===== src/rtl/shake_pad_loader.sv =====
// rtl/shake_pad_loader.sv - packs a 64-bit word stream into SHAKE256 rate blocks and pads the last one.
// Define PAD_DOMAIN_SEL_EN to add the sha3_mode input (domain byte 0x06 instead of 0x1F).
module shake_pad_loader #(
  parameter int RATE_LANES = 17,
  parameter int MAX_BLOCKS = 7,
  parameter int ADDR_W     = 3
) (
  input  logic                       clock,
  input  logic                       reset,
`ifdef PAD_DOMAIN_SEL_EN
  input  logic                       sha3_mode,
`endif
  input  logic                       in_valid,
  output logic                       in_ready,
  input  logic [63:0]                in_data,
  input  logic                       in_last,
  input  logic [3:0]                 in_bytes,
  output logic [64*RATE_LANES-1:0]   blk_data,
  output logic [ADDR_W-1:0]          blk_addr,
  output logic                       blk_wren,
  output logic [ADDR_W-1:0]          blk_count,
  output logic [10:0]                last_len,
  output logic                       done,
  output logic                       overflow
);

  localparam int RATE_BYTES = RATE_LANES * 8;
  localparam int BUF_W      = RATE_BYTES * 8;
  localparam int LANE_W     = $clog2(RATE_LANES + 1);
  localparam int POS_W      = $clog2(RATE_BYTES + 1);

  typedef enum logic [2:0] {
    FILL,
    PAD,
    WRITE_FULL,
    WRITE_PAD,
    DONE,
    ERR
  } state_t;

  state_t             state;
  logic [BUF_W-1:0]   buffer;
  logic [BUF_W-1:0]   pad_buffer;
  logic [LANE_W-1:0]  lane_idx;
  logic [POS_W-1:0]   pos;
  logic [POS_W-1:0]   last_pos;
  logic               pad_pending;
  logic [3:0]         bytes_eff;
  logic [63:0]        in_word;
  logic [7:0]         domain;
  logic               at_limit;

`ifdef PAD_DOMAIN_SEL_EN
  assign domain = sha3_mode ? 8'h06 : 8'h1F;
`else
  assign domain = 8'h1F;
`endif

  assign blk_data  = buffer;
  assign at_limit  = (blk_count == ADDR_W'(MAX_BLOCKS));
  assign bytes_eff = (in_bytes > 4'd8) ? 4'd8 : in_bytes;
  assign last_pos  = POS_W'({lane_idx, 3'b000}) + POS_W'(bytes_eff);

  // Bytes past in_bytes in the final word are forced to zero before they land in the buffer.
  always_comb begin
    in_word = '0;
    for (int j = 0; j < 8; j++) begin
      if (!in_last || (4'(j) < bytes_eff))
        in_word[8*j +: 8] = in_data[8*j +: 8];
    end
  end

  // Domain byte at pos, final 0x80 at the top byte; both land on one byte when pos is the last one.
  always_comb begin
    pad_buffer = buffer;
    for (int k = 0; k < RATE_BYTES; k++) begin
      if (pos == POS_W'(k))
        pad_buffer[8*k +: 8] = buffer[8*k +: 8] ^ domain;
    end
    pad_buffer[BUF_W-1 -: 8] = pad_buffer[BUF_W-1 -: 8] ^ 8'h80;
  end

  always_ff @(posedge clock or negedge reset) begin
    if (!reset) begin
      state       <= FILL;
      buffer      <= '0;
      lane_idx    <= '0;
      pos         <= '0;
      pad_pending <= 1'b0;
      blk_addr    <= '0;
      blk_count   <= '0;
      last_len    <= '0;
      in_ready    <= 1'b1;
      blk_wren    <= 1'b0;
      done        <= 1'b0;
      overflow    <= 1'b0;
    end else begin
      blk_wren <= 1'b0;
      case (state)
        FILL: begin
          if (in_valid && in_ready) begin
            for (int i = 0; i < RATE_LANES; i++) begin
              if (lane_idx == LANE_W'(i))
                buffer[64*i +: 64] <= in_word;
            end
            lane_idx <= lane_idx + 1'b1;
            if (in_last && (last_pos != POS_W'(RATE_BYTES))) begin
              pos      <= last_pos;
              state    <= PAD;
              in_ready <= 1'b0;
            end else if (in_last || (lane_idx == LANE_W'(RATE_LANES - 1))) begin
              // A message ending exactly on a block boundary still needs a pad-only block.
              pad_pending <= in_last;
              pos         <= '0;
              in_ready    <= 1'b0;
              if (at_limit) begin
                state    <= ERR;
                overflow <= 1'b1;
              end else begin
                state    <= WRITE_FULL;
                blk_wren <= 1'b1;
                blk_addr <= blk_count;
              end
            end
          end
        end
        PAD: begin
          buffer      <= pad_buffer;
          last_len    <= 11'({pos, 3'b000});
          pad_pending <= 1'b0;
          if (at_limit) begin
            state    <= ERR;
            overflow <= 1'b1;
          end else begin
            state    <= WRITE_PAD;
            blk_wren <= 1'b1;
            blk_addr <= blk_count;
          end
        end
        WRITE_FULL: begin
          blk_count <= blk_count + 1'b1;
          buffer    <= '0;
          lane_idx  <= '0;
          if (pad_pending) begin
            state <= PAD;
          end else begin
            state    <= FILL;
            in_ready <= 1'b1;
          end
        end
        WRITE_PAD: begin
          blk_count <= blk_count + 1'b1;
          buffer    <= '0;
          lane_idx  <= '0;
          state     <= DONE;
          done      <= 1'b1;
        end
        DONE: begin
          in_ready <= 1'b0;
        end
        ERR: begin
          in_ready <= 1'b0;
        end
        default: begin
          state    <= ERR;
          overflow <= 1'b1;
          in_ready <= 1'b0;
        end
      endcase
    end
  end

endmodule


===== config.mk =====
export PLATFORM = sky130hd
export DESIGN_NAME = shake_pad_loader
export DESIGN_NICKNAME = d
export VERILOG_FILES = /design/src/rtl/shake_pad_loader.sv
export SDC_FILE = /design/constraint.sdc
export NUM_CORES = 2
export LEC_CHECK = 0
export ABC_CLOCK_PERIOD_IN_PS = 4040
export CAP_MARGIN = 10
export CORE_AREA = 4 4 456 458
export DETAILED_ROUTE_END_ITERATION = 8
export DIE_AREA = 0 0 460 462
export PLACE_DENSITY_LB_ADDON = 0.12
export SLEW_MARGIN = 20
export SYNTH_ARGS = -nofsm -noshare
export SYNTH_HDL_FRONTEND = slang
export SYNTH_SLANG_ARGS = --single-unit

===== constraint.sdc =====
create_clock -name clock -period 4.04 [get_ports clock]
set_input_delay 0.808 -clock clock [delete_from_list [all_inputs] [get_ports clock]]
set_output_delay 0.808 -clock clock [all_outputs]
set_load 0.05 [all_outputs]

==> results.rst <==
.. list-table::
   :header-rows: 1

   * - Metric
     - Value
   * - Run status
     - finished clean
   * - Detail Placement HPWL
     - roughly 170,000 microns
   * - Nature of the critical path endpoint
     - flop
   * - CTS-repair resized insts
     - 0
   * - Post-synthesis cell type count
     - 64
   * - Mean instance size in the synthesized netlist
     - between 10 and 15 sq um
   * - Maximum ir drop on the vdd rail
     - ~0.00036 V
   * - Cell with the most instances on the worst path
     - sky130_fd_sc_hd__ha_1
   * - Number of global-route vias before repair
     - 36,500
   * - Layout cell share with drive strength beyond 1
     - 0.314
   * - Cell area reported after detailed placement
     - roughly 64,000 sq um
   * - Initial Util
     - 0.237
   * - Leakage power summed over all cells
     - 26.2 nW
   * - Final routed wire length divided by cell count
     - 30.3 microns
   * - Via count of the routed design
     - ~36,000
   * - Total clock sinks
     - about 1,100
   * - Reg clk slew, reported paths
     - roughly 0.060 ns
   * - Share of flip-flops with an asynchronous set or reset
     - 1.00
   * - Post-CTS setup repair buffer count
     - 0
   * - Arr. time, crit path
     - between 3 and 4 ns
   * - Fmax achieved
     - approximately 310 MHz
   * - Number of placement rows
     - around 170
   * - Post-route clock skew
     - approximately 0.027 ns
   * - Worst rel slew slack
     - 0.253
   * - Number of cells traversed by the worst hold path
     - 1
   * - Fin nets
     - around 5,100
   * - Yosys warnings
     - 0
   * - Register-to-Register Path Depth
     - 7
   * - DRC Markers
     - 0
   * - Cells after synthesis
     - between 3,000 and 4,000
   * - Area of all placed cells without fillers
     - roughly 69,000 sq um
   * - Tot GR Track Use
     - 0.217
   * - Post-DR vias/cell
     - 4.62
   * - Count of buffers inserted at the top-level ports
     - ~1,200
   * - Clock buffer count from CTS
     - between 100 and 150
   * - Number of hold violations in the final report
     - 0
   * - Crit Path Category
     - reg -> reg
   * - Most used flip-flop cell after synthesis
     - sky130_fd_sc_hd__dfrtp_1
   * - Worst endpoint required time
     - 4.70 ns
   * - Cell type contributing the most total cell area after synthesis
     - sky130_fd_sc_hd__dfrtp_1
   * - Leading cell types in the layout, fill and taps excluded
     - sky130_fd_sc_hd__clkdlybuf4s50_1 (1,176), sky130_fd_sc_hd__dfrtp_1 (1,120), sky130_fd_sc_hd__mux2_2 (1,049)
   * - Worst stage delay on the critical path
     - between 0.5 and 0.6 ns
   * - Fraction of the yosys area taken by sequential cells
     - 0.581
   * - Core footprint
     - slightly above 200,000 sq um
   * - Netlist area before placement
     - about 48,000 sq um
   * - Biggest area contributors in the synthesized netlist
     - sky130_fd_sc_hd__dfrtp_1 (58%), sky130_fd_sc_hd__mux2_2 (24%), sky130_fd_sc_hd__o21ai_0 (7.8%)
   * - Pre-antenna DRT Iters
     - 7
   * - First-pass GRT wire length
     - ~320,000 microns
   * - Area fraction of the dominant cell type after synthesis
     - 0.581
   * - Critical-path top delay cell
     - sky130_fd_sc_hd__a21oi_2
   * - Clock latency on the worst-skew pair
     - roughly 0.8 ns
   * - Vertical die dimension
     - 462 microns
   * - Critical path launch point type
     - flop
   * - Max_cap viols
     - 0
   * - Post-synthesis sequential element count
     - 1,123
   * - Gp weighted congestion
     - 0.782
   * - Width of the die
     - around 460 microns
   * - Portion of the clock cycle consumed by the worst path in the final layout
     - 0.793
   * - TritonCTS clock tree
     - built
   * - Root Buffer Master
     - sky130_fd_sc_hd__clkbuf_16
   * - Iteration-0 DRC Markers
     - between 1,500 and 2,000
   * - Final setup violation count
     - 0
   * - Final-layout setup total negative slack
     - 0 ns
   * - Count of pins over their slew limit
     - 0
   * - Gr ovfl total
     - 0
   * - Most frequent standard cell in the layout excluding fill and tap cells
     - sky130_fd_sc_hd__clkdlybuf4s50_1
   * - Die footprint
     - between 200,000 and 250,000 sq um
   * - Number of antenna violations at the first check in global routing
     - 14
   * - Type of the tightest min-delay check
     - reg -> reg
   * - Ordered cell list for the critical path
     - ha_1 > and3_1 > ha_1 > nand2_1 > a21oi_2 > o21ai_1 > mux2_2
   * - Layout overhead on the synthesized area
     - 43.3%
   * - Depth of the CTS H-tree
     - 4
   * - Total length of routed wires
     - roughly 240,000 microns
   * - ANT nets after route
     - 0
   * - Final critical delay including setup and external delays
     - around 3.2 ns
   * - Count of boundary I/O pins
     - around 1,200
   * - Number of buffers on the longest clock path
     - 3
   * - Total power density per cell area
     - around 370 nW/um^2
   * - Post-Route Hold Slack
     - 0.459 ns
   * - Worst Tran Pin Value
     - 1.12 ns
   * - Count of flip-flops with a built-in enable after synthesis
     - 0
   * - Largest fanout on the critical path
     - 8
   * - Maximum number of pins on one net before global-route repair
     - ~190
   * - RSZ-0062 raised after global routing
     - no
## routing by layer
| metal | part of all wire | vias up | global-route usage | wire (microns) |
|---|---|---|---|---|
| met5 | 0.000034 | - | 0 | 8 |
| met4 | 0.029 | 2 | 0.0641 | 6820 |
| met3 | 0.090 | 226 | 0.0841 | 21400 |
| met2 | 0.48 | 1125 | 0.362 | 114000 |
| met1 | 0.40 | 18800 | 0.259 | 95600 |
| li1 | - | 16100 | - | - |
## sequential cells by signal, indices dropped and copies added, names as in the netlist, 3 cells and up
signal and count:
blk_data 1088, last_len 8, pos 8, lane_idx 5
blk_addr 3, blk_count 3, state 3
## worst max-delay path: cells and delay by family (launching register included)
family | cells | cell delay (ns)
multiplexers | 1 | 0.43
AO/OA/AOI/OAI | 2 | 1.10
flip-flops | 1 | 0.48
adder cells (fa/ha/maj) | 2 | 0.72
AND/OR/NAND/NOR | 2 | 0.34
## worst paths after layout
| kind | startpoint | end | slack [ns] |
|---|---|---|---|
| setup / recovery | lane_idx[0] | blk_data[1008] | 0.84 |
| hold / removal | done | done | 0.46 |
| setup reg to reg | lane_idx[0] | blk_data[1008] | 0.84 |
| hold reg to reg | done | done | 0.46 |
| max in group asynchronous | reset | blk_data[123] | 2.11 |
| min in group asynchronous | reset | blk_data[144] | 0.63 |
## where the power goes
part,switching (mW),internal (mW)
clock,5.31,8.03
sequential,0,11.3
combinational,0.790,0.265
## synthesized netlist by cell type (14+ instances only)
| master | instances |
|---|---|
| sky130_fd_sc_hd__a21oi_4 | 21 |
| sky130_fd_sc_hd__a21oi_1 | 56 |
| sky130_fd_sc_hd__dfrtp_1 | 1122 |
| sky130_fd_sc_hd__nand2_1 | 271 |
| sky130_fd_sc_hd__buf_2 | 52 |
| sky130_fd_sc_hd__mux2_2 | 1049 |
| sky130_fd_sc_hd__o21ai_0 | 753 |
| sky130_fd_sc_hd__a21oi_2 | 75 |
| sky130_fd_sc_hd__clkbuf_1 | 158 |
| sky130_fd_sc_hd__buf_1 | 14 |
| sky130_fd_sc_hd__nor2_1 | 30 |
| sky130_fd_sc_hd__and2_1 | 28 |
## through the flow
| step | setup WS (ns) | std cells | power (mW) | util |
|---|---|---|---|---|
| after global placement | 0.422 | 7586 | 12.5 | 0.315 |
| final | 0.836 | 7851 | 25.6 | 0.340 |
| after detailed placement | 0.382 | 7586 | 12.6 | 0.315 |
| after global routing | 0.734 | 7845 | 26.7 | 0.340 |
| after CTS | 0.759 | 7844 | 26.2 | 0.340 |
| after floorplan | 1.61 | 3780 | 11.8 | - |
## area by class of cell
class	count	area (sq um)
antenna	7	17.5
clock buffer	216	4350
clock inverter	41	538
fill	20500	135000
inverter	12	45.0
multi-input combinational	2405	19300
sequential	1123	28100
tap	2688	3360
timing repair buffer	1359	13500
## cell families (layout without fill, tap and decap cells)
family | count (synthesis) | after routing | share of synthesized area
mux | 1052 | 1052 | 0.245
other cells | 1 | 10 | 0.0000776
compound gates | 937 | 937 | 0.110
fa+ha+maj | 9 | 9 | 0.00233
simple gates | 398 | 398 | 0.0384
flops | 1123 | 1123 | 0.581
xor+xnor | 6 | 6 | 0.00109
buf+inv | 252 | 1628 | 0.0222
## repair_timing
action	4_1_cts	5_1_grt
setup endpoints to repair	0	0
hold buffers	1	0
hold endpoints to repair	28	0
Power figures use the tool's default switching activity.
